`src/rtl/traffic_pkg.sv`:
```
// rtl/traffic_pkg.sv - shared lamp encodings, phase codes and lamp decode helpers
package traffic_pkg;

    localparam int LAMP_W = 3;

    typedef logic [0:LAMP_W-1] lamp_t;

    localparam lamp_t RED    = 3'b100;
    localparam lamp_t GREEN  = 3'b010;
    localparam lamp_t YELLOW = 3'b001;

    typedef enum logic [2:0] {
        MAIN_G   = 3'd0,
        MAIN_Y   = 3'd1,
        ALLRED_A = 3'd2,
        WALK     = 3'd3,
        SIDE_G   = 3'd4,
        SIDE_Y   = 3'd5,
        ALLRED_B = 3'd6
    } phase_e;

    function automatic lamp_t main_lamp(input phase_e s);
        case (s)
            MAIN_G:  main_lamp = GREEN;
            MAIN_Y:  main_lamp = YELLOW;
            default: main_lamp = RED;
        endcase
    endfunction

    function automatic lamp_t side_lamp(input phase_e s);
        case (s)
            SIDE_G:  side_lamp = GREEN;
            SIDE_Y:  side_lamp = YELLOW;
            default: side_lamp = RED;
        endcase
    endfunction

endpackage

```
`src/rtl/phase_timer.sv`:
```
// rtl/phase_timer.sv - down-counter that measures phase length in tick_en strobes
module phase_timer #(
    parameter int CNT_W = 4
) (
    input  logic             clock,
    input  logic             load,
    input  logic [CNT_W-1:0] load_value,
    input  logic             tick_en,
    output logic             done
);

    logic [CNT_W-1:0] count;

    // The owner drives load during reset, so no separate reset path is needed here.
    always_ff @(posedge clock) begin
        if (load) begin
            count <= load_value;
        end else if (tick_en && (count != '0)) begin
            count <= count - 1'b1;
        end
    end

    assign done = tick_en && (count == '0);

endmodule

```
`src/rtl/traffic_phase_controller.sv`:
```
// rtl/traffic_phase_controller.sv - two-road lamp scheduler with all-red clearance and pedestrian walk
module traffic_phase_controller
    import traffic_pkg::*;
#(
    parameter int GREEN_TICKS  = 8,
    parameter int YELLOW_TICKS = 3,
    parameter int ALLRED_TICKS = 1,
    parameter int WALK_TICKS   = 5,
    parameter int CNT_W        = 4
) (
    input  logic        clock,
    input  logic        reset_n,
    input  logic        tick_en,
    input  logic        ped_req,
    output logic        ped_ack,
    output logic [0:2]  main_light,
    output logic [0:2]  side_light,
    output logic        walk,
    output logic [2:0]  phase
);

    phase_e           state;
    phase_e           next_state;
    logic             done;
    logic             load;
    logic [CNT_W-1:0] load_value;
    logic             ped_pending;
    logic             accept;
    logic             entering_walk;

    function automatic logic [CNT_W-1:0] duration(input phase_e s);
        case (s)
            MAIN_G, SIDE_G: duration = CNT_W'(GREEN_TICKS - 1);
            MAIN_Y, SIDE_Y: duration = CNT_W'(YELLOW_TICKS - 1);
            WALK:           duration = CNT_W'(WALK_TICKS - 1);
            default:        duration = CNT_W'(ALLRED_TICKS - 1);
        endcase
    endfunction

    phase_timer #(.CNT_W(CNT_W)) u_timer (
        .clock      (clock),
        .load       (load),
        .load_value (load_value),
        .tick_en    (tick_en),
        .done       (done)
    );

    always_comb begin
        next_state = state;
        case (state)
            MAIN_G:   if (done) next_state = MAIN_Y;
            MAIN_Y:   if (done) next_state = ALLRED_A;
            ALLRED_A: if (done) next_state = ped_pending ? WALK : SIDE_G;
            WALK:     if (done) next_state = SIDE_G;
            SIDE_G:   if (done) next_state = SIDE_Y;
            SIDE_Y:   if (done) next_state = ALLRED_B;
            ALLRED_B: if (done) next_state = MAIN_G;
            default:  next_state = ALLRED_B;
        endcase
    end

    // Every state change reloads the timer with the duration of the state being entered.
    always_comb begin
        load       = !reset_n || (next_state != state);
        load_value = reset_n ? duration(next_state) : CNT_W'(ALLRED_TICKS - 1);
    end

    always_comb begin
        entering_walk = (next_state == WALK) && (state != WALK);
        accept        = ped_req && !ped_pending && (state != WALK);
    end

    always_ff @(posedge clock) begin
        if (!reset_n) begin
            state       <= ALLRED_B;
            main_light  <= RED;
            side_light  <= RED;
            walk        <= 1'b0;
            ped_pending <= 1'b0;
            ped_ack     <= 1'b0;
        end else begin
            state       <= next_state;
            main_light  <= main_lamp(next_state);
            side_light  <= side_lamp(next_state);
            walk        <= (next_state == WALK);
            ped_ack     <= accept && !entering_walk;
            if (entering_walk) begin
                ped_pending <= 1'b0;
            end else if (accept) begin
                ped_pending <= 1'b1;
            end
        end
    end

    assign phase = state;

endmodule

```
`config.mk`:
```
export PLATFORM = sky130hd
export DESIGN_NAME = traffic_phase_controller
export DESIGN_NICKNAME = d
export VERILOG_FILES = /design/src/rtl/traffic_pkg.sv /design/src/rtl/phase_timer.sv /design/src/rtl/traffic_phase_controller.sv
export SDC_FILE = /design/constraint.sdc
export NUM_CORES = 1
export LEC_CHECK = 0
export ABC_AREA = 1
export CELL_PAD_IN_SITES_DETAIL_PLACEMENT = 0
export CELL_PAD_IN_SITES_GLOBAL_PLACEMENT = 1
export CORE_MARGIN = 2
export CORE_UTILIZATION = 33
export CTS_CLUSTER_DIAMETER = 80
export DETAILED_ROUTE_END_ITERATION = 16
export PLACE_DENSITY_LB_ADDON = 0.1
export SYNTH_ARGS = -nofsm -noshare
export SYNTH_HDL_FRONTEND = slang
export SYNTH_HIERARCHICAL = 1
export SYNTH_SLANG_ARGS = --single-unit
```
`constraint.sdc`:
```
create_clock -name clock -period 2.55 [get_ports clock]
set_clock_uncertainty 0.15 [all_clocks]
set_input_delay 0.255 -clock clock [delete_from_list [all_inputs] [get_ports clock]]
set_output_delay 0.255 -clock clock [all_outputs]
set_load 0.02 [all_outputs]
```
==> results of run 1 <==
## area by class of cell
class,count,area share
clock buffer,4,0.0309
sequential,16,0.307
tap,30,0.0319
multi-input combinational,73,0.380
inverter,18,0.0575
timing repair buffer,25,0.193
## registers in the layout (all words and copies together) (netlist names)
signal         flops
u_timer/count      4
main_light         3
phase              3
side_light         3
ped_ack            1
ped_pending        1
walk               1
## report_power, final
| part | leakage, nW | internal, W | total, W | switching, W |
|---|---|---|---|---|
| sequential | 0.142 | 0.000354 | 0.000415 | 0.0000610 |
| clock | 0.0210 | 0.0000868 | 0.000165 | 0.0000786 |
| combinational | 0.408 | 0.000307 | 0.000690 | 0.000384 |
## layer usage
layer	GRT usage	routed length [um]	part of all wire	vias up
li1	-	-	-	393
met1	0.155	760	0.44	335
met2	0.233	873	0.51	13
met3	0.0410	70	0.041	2
met4	0.0375	13	0.0076	0
met5	0	0	0	-
## cells in the mapped netlist (all sizes together)
cell type | count | area share
nand2 | 30 | 0.15
inv | 18 | 0.080
nor2 | 15 | 0.095
dfxtp | 12 | 0.28
nand3 | 11 | 0.083
o21ai | 9 | 0.071
edfxtp | 4 | 0.14
a21oi | 2 | 0.012
buf | 1 | 0.0089
conb | 1 | 0.0044
ha | 1 | 0.015
nand3b | 1 | 0.024
nor3 | 1 | 0.0059
nor3b | 1 | 0.0089
xnor2 | 1 | 0.010
## critical path: stages (launching register included)
cell and delay [ps]:
edfxtp_1 420, inv_2 100, ha_4 140, nand2_2 60, nor3b_2 190, buf_4 150
inv_1 60, nand2_2 80, nor2_2 40, nor2_2 100, nand3_2 140, nand2_1 100
nand2_1 60, nor2_2 90, nand2_2 110, inv_2 100, nand2_4 70
## kinds of logic after synthesis
family,after synthesis
buffers and inverters,19
xor gates and xnor gates,1
DFF,16
adders and majority gates,1
and+or+nand+nor,59
AOI/OAI and AO/OA,11
other,1
## how the worst max path moves through the flow
stage / start / endpoint / depth (start not counted) / slack [ps]
floorplan: u_timer/count[0] / u_timer/count[0] / 14 / 70
global placement: u_timer/count[0] / u_timer/count[0] / 16 / -30
detailed placement: u_timer/count[0] / u_timer/count[0] / 16 / -70
CTS: u_timer/count[0] / u_timer/count[0] / 16 / 20
global route: u_timer/count[0] / u_timer/count[0] / 16 / -5
finish: u_timer/count[0] / u_timer/count[0] / 16 / 140
## metrics by stage
step	hold WS, ps	setup WS (ps)	total power, W
finish	326	143	0.00127
detailed placement	314	-72.5	0.00102
CTS	329	24.5	0.00121
global placement	306	-26.8	0.00102
global route	349	-4.83	0.00138
floorplan	174	69.5	0.000817
## what timing repair did
item                       in CTS  in global routing
resized for setup               2                 13
setup buffers                   2                  1
setup endpoints to repair       7                  8
pin swaps                       0                  3
==> results.md, run 1 <==
- Critical Path Fanout Max: 6
- Total track usage: 0.133
- CTS buffer count: 3
- First drt pass iteration count: 4
- Most common cell after layout, fill and taps aside: nand2_1
- Cts hold-fix bufs: 0
- Reg2reg start: u_timer/count[0]
- Die area: approximately 3000 um^2
- Layout Nets: 142
- H-tree depth: 1
- Vias in the first global route: 661
- Via count: 743
- Mux share of post-synthesis cell area: 0
- Placed cell count: ~160
- Wirelength per Cell: 10.3 um
- R2R Path End: u_timer/count[0]
- DRT iter0 DRCs: 16
- Register bit total from synthesis: 16
- Die Ht: between 50 and 60 um
- Most frequent cells in the layout: nand2_1, clkdlybuf4s50_1, dfxtp_1, nor2_1, buf_4
- Synth Area in Simple Gates: 0.371
- # Max-Cap Violations: 0
- Design Area, Final: 1170 um^2
- Syn-to-layout area delta: 39.3%
- Adder-cell area share of the yosys netlist: 0.0148
- Clock transition at the registers of the reported paths: about 100 ps
- Hpwl dp: 1340 um
- Final setup violation count: 0
- Syn nets: ~110
- WHS Endpoint: ped_pending
- Hold Startpoint: ped_pending
- Storage cell area: 360 um^2
- First-pass GRT wire length: roughly 2800 um
- Initial antenna violation count: 0
- Synth Warn #: 6
- Final core utilization: 0.479
- Worst Setup Start Kind: flip-flop
- CTS max path bufs: 2
- Avg Vias per Cell: ~4.5
- I/O pins: 15
- Post-route DRC: 0
- Layout cells sized above 1: 0.331
- # rows: 18
- Port buffer count: 14
- Fill count: ~260
- Setup TNS Final: 0 ps
- # diodes: 0
- Worst Setup End Kind: flip-flop
- CTS Sinks: 16
- Worst-Skew Late Latency: around 280 ps
- Min-delay worst type: reg2reg
- Final Critical Period: roughly 2400 ps
- Post-synthesis cell area: approximately 840 um^2
- WHS Path Cells: 2
- Non-filler cells, final: around 170
- R2R cell count: 16
- WP data required: approximately 2400 ps
- Static leakage: around 0.57 nW
- Final ANT Viol Nets: 0
- Fin. max-slew vios: 0
- Syn Area/Cell: approximately 8 um^2
- Compound-Gate Fraction of Synth Area: 0.0831
- Post-synth cell types: 24
- PwrDens: 1080 nW/um^2
- Post-Route WL: 1720 um
- Final critical-path share of the clock period: 0.944
- Synthesized instance count: ~110
- Placer Congestion: 0.880
- Worst Setup Path Type: reg2reg
- Root Buffer: clkbuf_4
- Total grt overflow: 0
- Die width: ~55 um
- Area of the multi-input gates: 447 um^2
- Final hold vios: 0
- Placed inst area: between 1000 and 1500 um^2
- Largest family of logic cells by synthesized area: simple AND/OR/NAND/NOR gates
- WP data arrival: around 2300 ps
- Max Fclk: around 420 MHz
- Sequential fraction of the synthesis area: 0.427
- Initial Util: 0.344
- XOR/XNOR Fraction of Synth Area: 0.0104
- Flop-to-flop setup slack: approximately 140 ps
- Core area: roughly 2500 um^2
- TritonCTS clock tree: yes
- Status: finished, final reports clean
- Largest net degree at the start of global routing: 10
- Peak supply drop: between 400 and 500 uV
(Power assumes the default switching activity.)
==> run 2: changes to the inputs <==
--- a/config.mk
+++ b/config.mk
@@ -6,13 +6,14 @@
 export NUM_CORES = 1
 export LEC_CHECK = 0
 export ABC_AREA = 1
-export CELL_PAD_IN_SITES_DETAIL_PLACEMENT = 0
+export CELL_PAD_IN_SITES_DETAIL_PLACEMENT = 1
 export CELL_PAD_IN_SITES_GLOBAL_PLACEMENT = 1
 export CORE_MARGIN = 2
 export CORE_UTILIZATION = 33
 export CTS_CLUSTER_DIAMETER = 80
 export DETAILED_ROUTE_END_ITERATION = 16
 export PLACE_DENSITY_LB_ADDON = 0.1
+export SETUP_SLACK_MARGIN = 0.05
 export SYNTH_ARGS = -nofsm -noshare
 export SYNTH_HDL_FRONTEND = slang
 export SYNTH_HIERARCHICAL = 1
==> results.md, run 2 (synthesis results as in run 1) <==
- Static leakage: around 0.60 nW
- # rows: 18
- PwrDens: 1100 nW/um^2
- Hpwl dp: about 1600 um
- Area of the multi-input gates: roughly 460 um^2
- H-tree depth: 1
- CTS buffer count: 3
- Buffers & Inverters on Critical Path: 4
- Avg Vias per Cell: 4.61
- Vias in the first global route: 670
- Largest net degree at the start of global routing: 10
- Cts hold-fix bufs: 0
- Placed inst area: between 1000 and 1500 um^2
- Final Power: approximately 0.0014 W
- Worst Setup Start Kind: flip-flop
- Worst path depth: 14
- Die width: 54.6 um
- Flop-to-flop setup slack: 190 ps
- Core area: roughly 2500 um^2
- Top sig layer: met4
- Total grt overflow: 0
- Max reg flops: 4
- Most common cell after layout, fill and taps aside: nand2_1
- Layout cells sized above 1: 0.371
- Status: finished, final reports clean
- CP cell instances: inv_2 > ha_4 > nand2_4 > nor3b_2 > buf_4 > o21ai_0 > nand2_1 > nand3_2 > buf_4 > buf_4 > nand2_1 > o21ai_1 > nand2_1 > o21ai_2
- Most frequent cells in the layout: nand2_1, clkdlybuf4s50_1, buf_4, dfxtp_1
- DRT iter0 DRCs: 8
- WP data required: around 2400 ps
- RSZ-0062 raised after global routing: yes
- Max Fclk: 423 MHz
- Port buffer count: 14
- Crit path max-delay family: simple AND/OR/NAND/NOR gates
- Worst-Skew Late Latency: 290 ps
- Fill count: 301
- Clock transition at the registers of the reported paths: roughly 100 ps
- Met2 routed WL: around 1100 um
- Syn-to-layout area delta: 45.7%
- R2R cell count: 14
- Design Area, Final: between 1000 and 1500 um^2
- CP peak stage delay: between 400 and 500 ps
- Via count: about 800
- Initial antenna violation count: 0
- CTS Sinks: 16
- Final critical-path share of the clock period: 0.927
- Total track usage: 0.147
- # Max-Cap Violations: 0
- Biggest register: u_timer/count
- Final hold vios: 0
- Post-Place Setup Slack: -82.3 ps
- First drt pass iteration count: 4
- WHS Path Cells: 2
- CTS max path bufs: 2
- Fin. max-slew vios: 0
- WP data arrival: about 2300 ps
- Final setup violation count: 0
- DR WL met3: approximately 59 um
- Layout Nets: roughly 150
- Die area: just under 3000 um^2
- Placer Congestion: between 0.8 and 0.9
- Worst Setup Path Type: reg2reg
- Post-Route WL: 2110 um
- Final ANT Viol Nets: 0
- # diodes: 0
- First-pass GRT wire length: between 3000 and 4000 um
- Initial Util: 0.344
- Metal-1 WL: roughly 900 um
- Peak supply drop: between 500 and 600 uV
- PnR worst setup slack: ~190 ps
- Critical Path Fanout Max: 4
- Min-delay worst type: reg2reg
- I/O pins: 15
- TritonCTS clock tree: yes
- Die Ht: 54.6 um
- Wirelength per Cell: ~12 um
- Slowest CP cell: edfxtp_1
- Post-route DRC: 0
- Final Critical Period: approximately 2400 ps
- Worst Setup End Kind: flip-flop
- Root Buffer: clkbuf_4
- Storage cell area: 360 um^2
## run 2: cell types whose count changed in the layout (fill, tap and decap cells not counted)
cell	before	now
nor2_2	4	5
buf_4	10	13
nor3_2	0	1
nand2_4	3	5
nor2_1	10	9
nand2_2	4	2
nor3_1	1	0
inv_4	0	1
inv_1	9	8
buf_6	1	2
## run 2: per-layer routing
layer | vias to the layer above | global-route usage
li1 | 398 | -
met3 | 2 | 0.0410
met1 | 374 | 0.174
met2 | 9 | 0.267
met5 | - | 0
met4 | 0 | 0.0250
## run 2: through the flow
stage | hold WS, ps | util | setup TNS, ps | cells
after global routing | 360 | 0.501 | 0 | 170
after global placement | 306 | 0.439 | -107 | 159
after CTS | 332 | 0.465 | 0 | 166
after floorplan | 174 | - | 0 | 108
after detailed placement | 316 | 0.439 | -388 | 159
final | 325 | 0.501 | 0 | 170
## run 2: cell type report
class | count | share of cell area
sequential | 16 | 0.293
inverter | 18 | 0.0570
tap | 30 | 0.0305
clock buffer | 4 | 0.0295
timing repair buffer | 29 | 0.212
multi-input combinational | 73 | 0.378
## run 2: path summary, 6_finish.rpt
check                        start          endpoint
hold / removal         ped_pending       ped_pending
setup reg to reg  u_timer/count[1]  u_timer/count[2]
setup / recovery  u_timer/count[1]  u_timer/count[2]
hold reg to reg        ped_pending       ped_pending
## run 2: repair_timing
action                     CTS  global route
setup endpoints to repair    8             8
buffers inserted             3             4
pin swaps                    0            10
gates resized for setup      3            19
## run 2: where the power goes
| group | internal [W] | switching (W) |
|---|---|---|
| registers | 0.000354 | 0.0000630 |
| clock network | 0.0000869 | 0.0000801 |
| logic | 0.000353 | 0.000419 |
## run 2: worst min-delay path: stages, from the launching register on
cell and delay, ps:
dfxtp_1 320, inv_1 60, a21oi_1 60
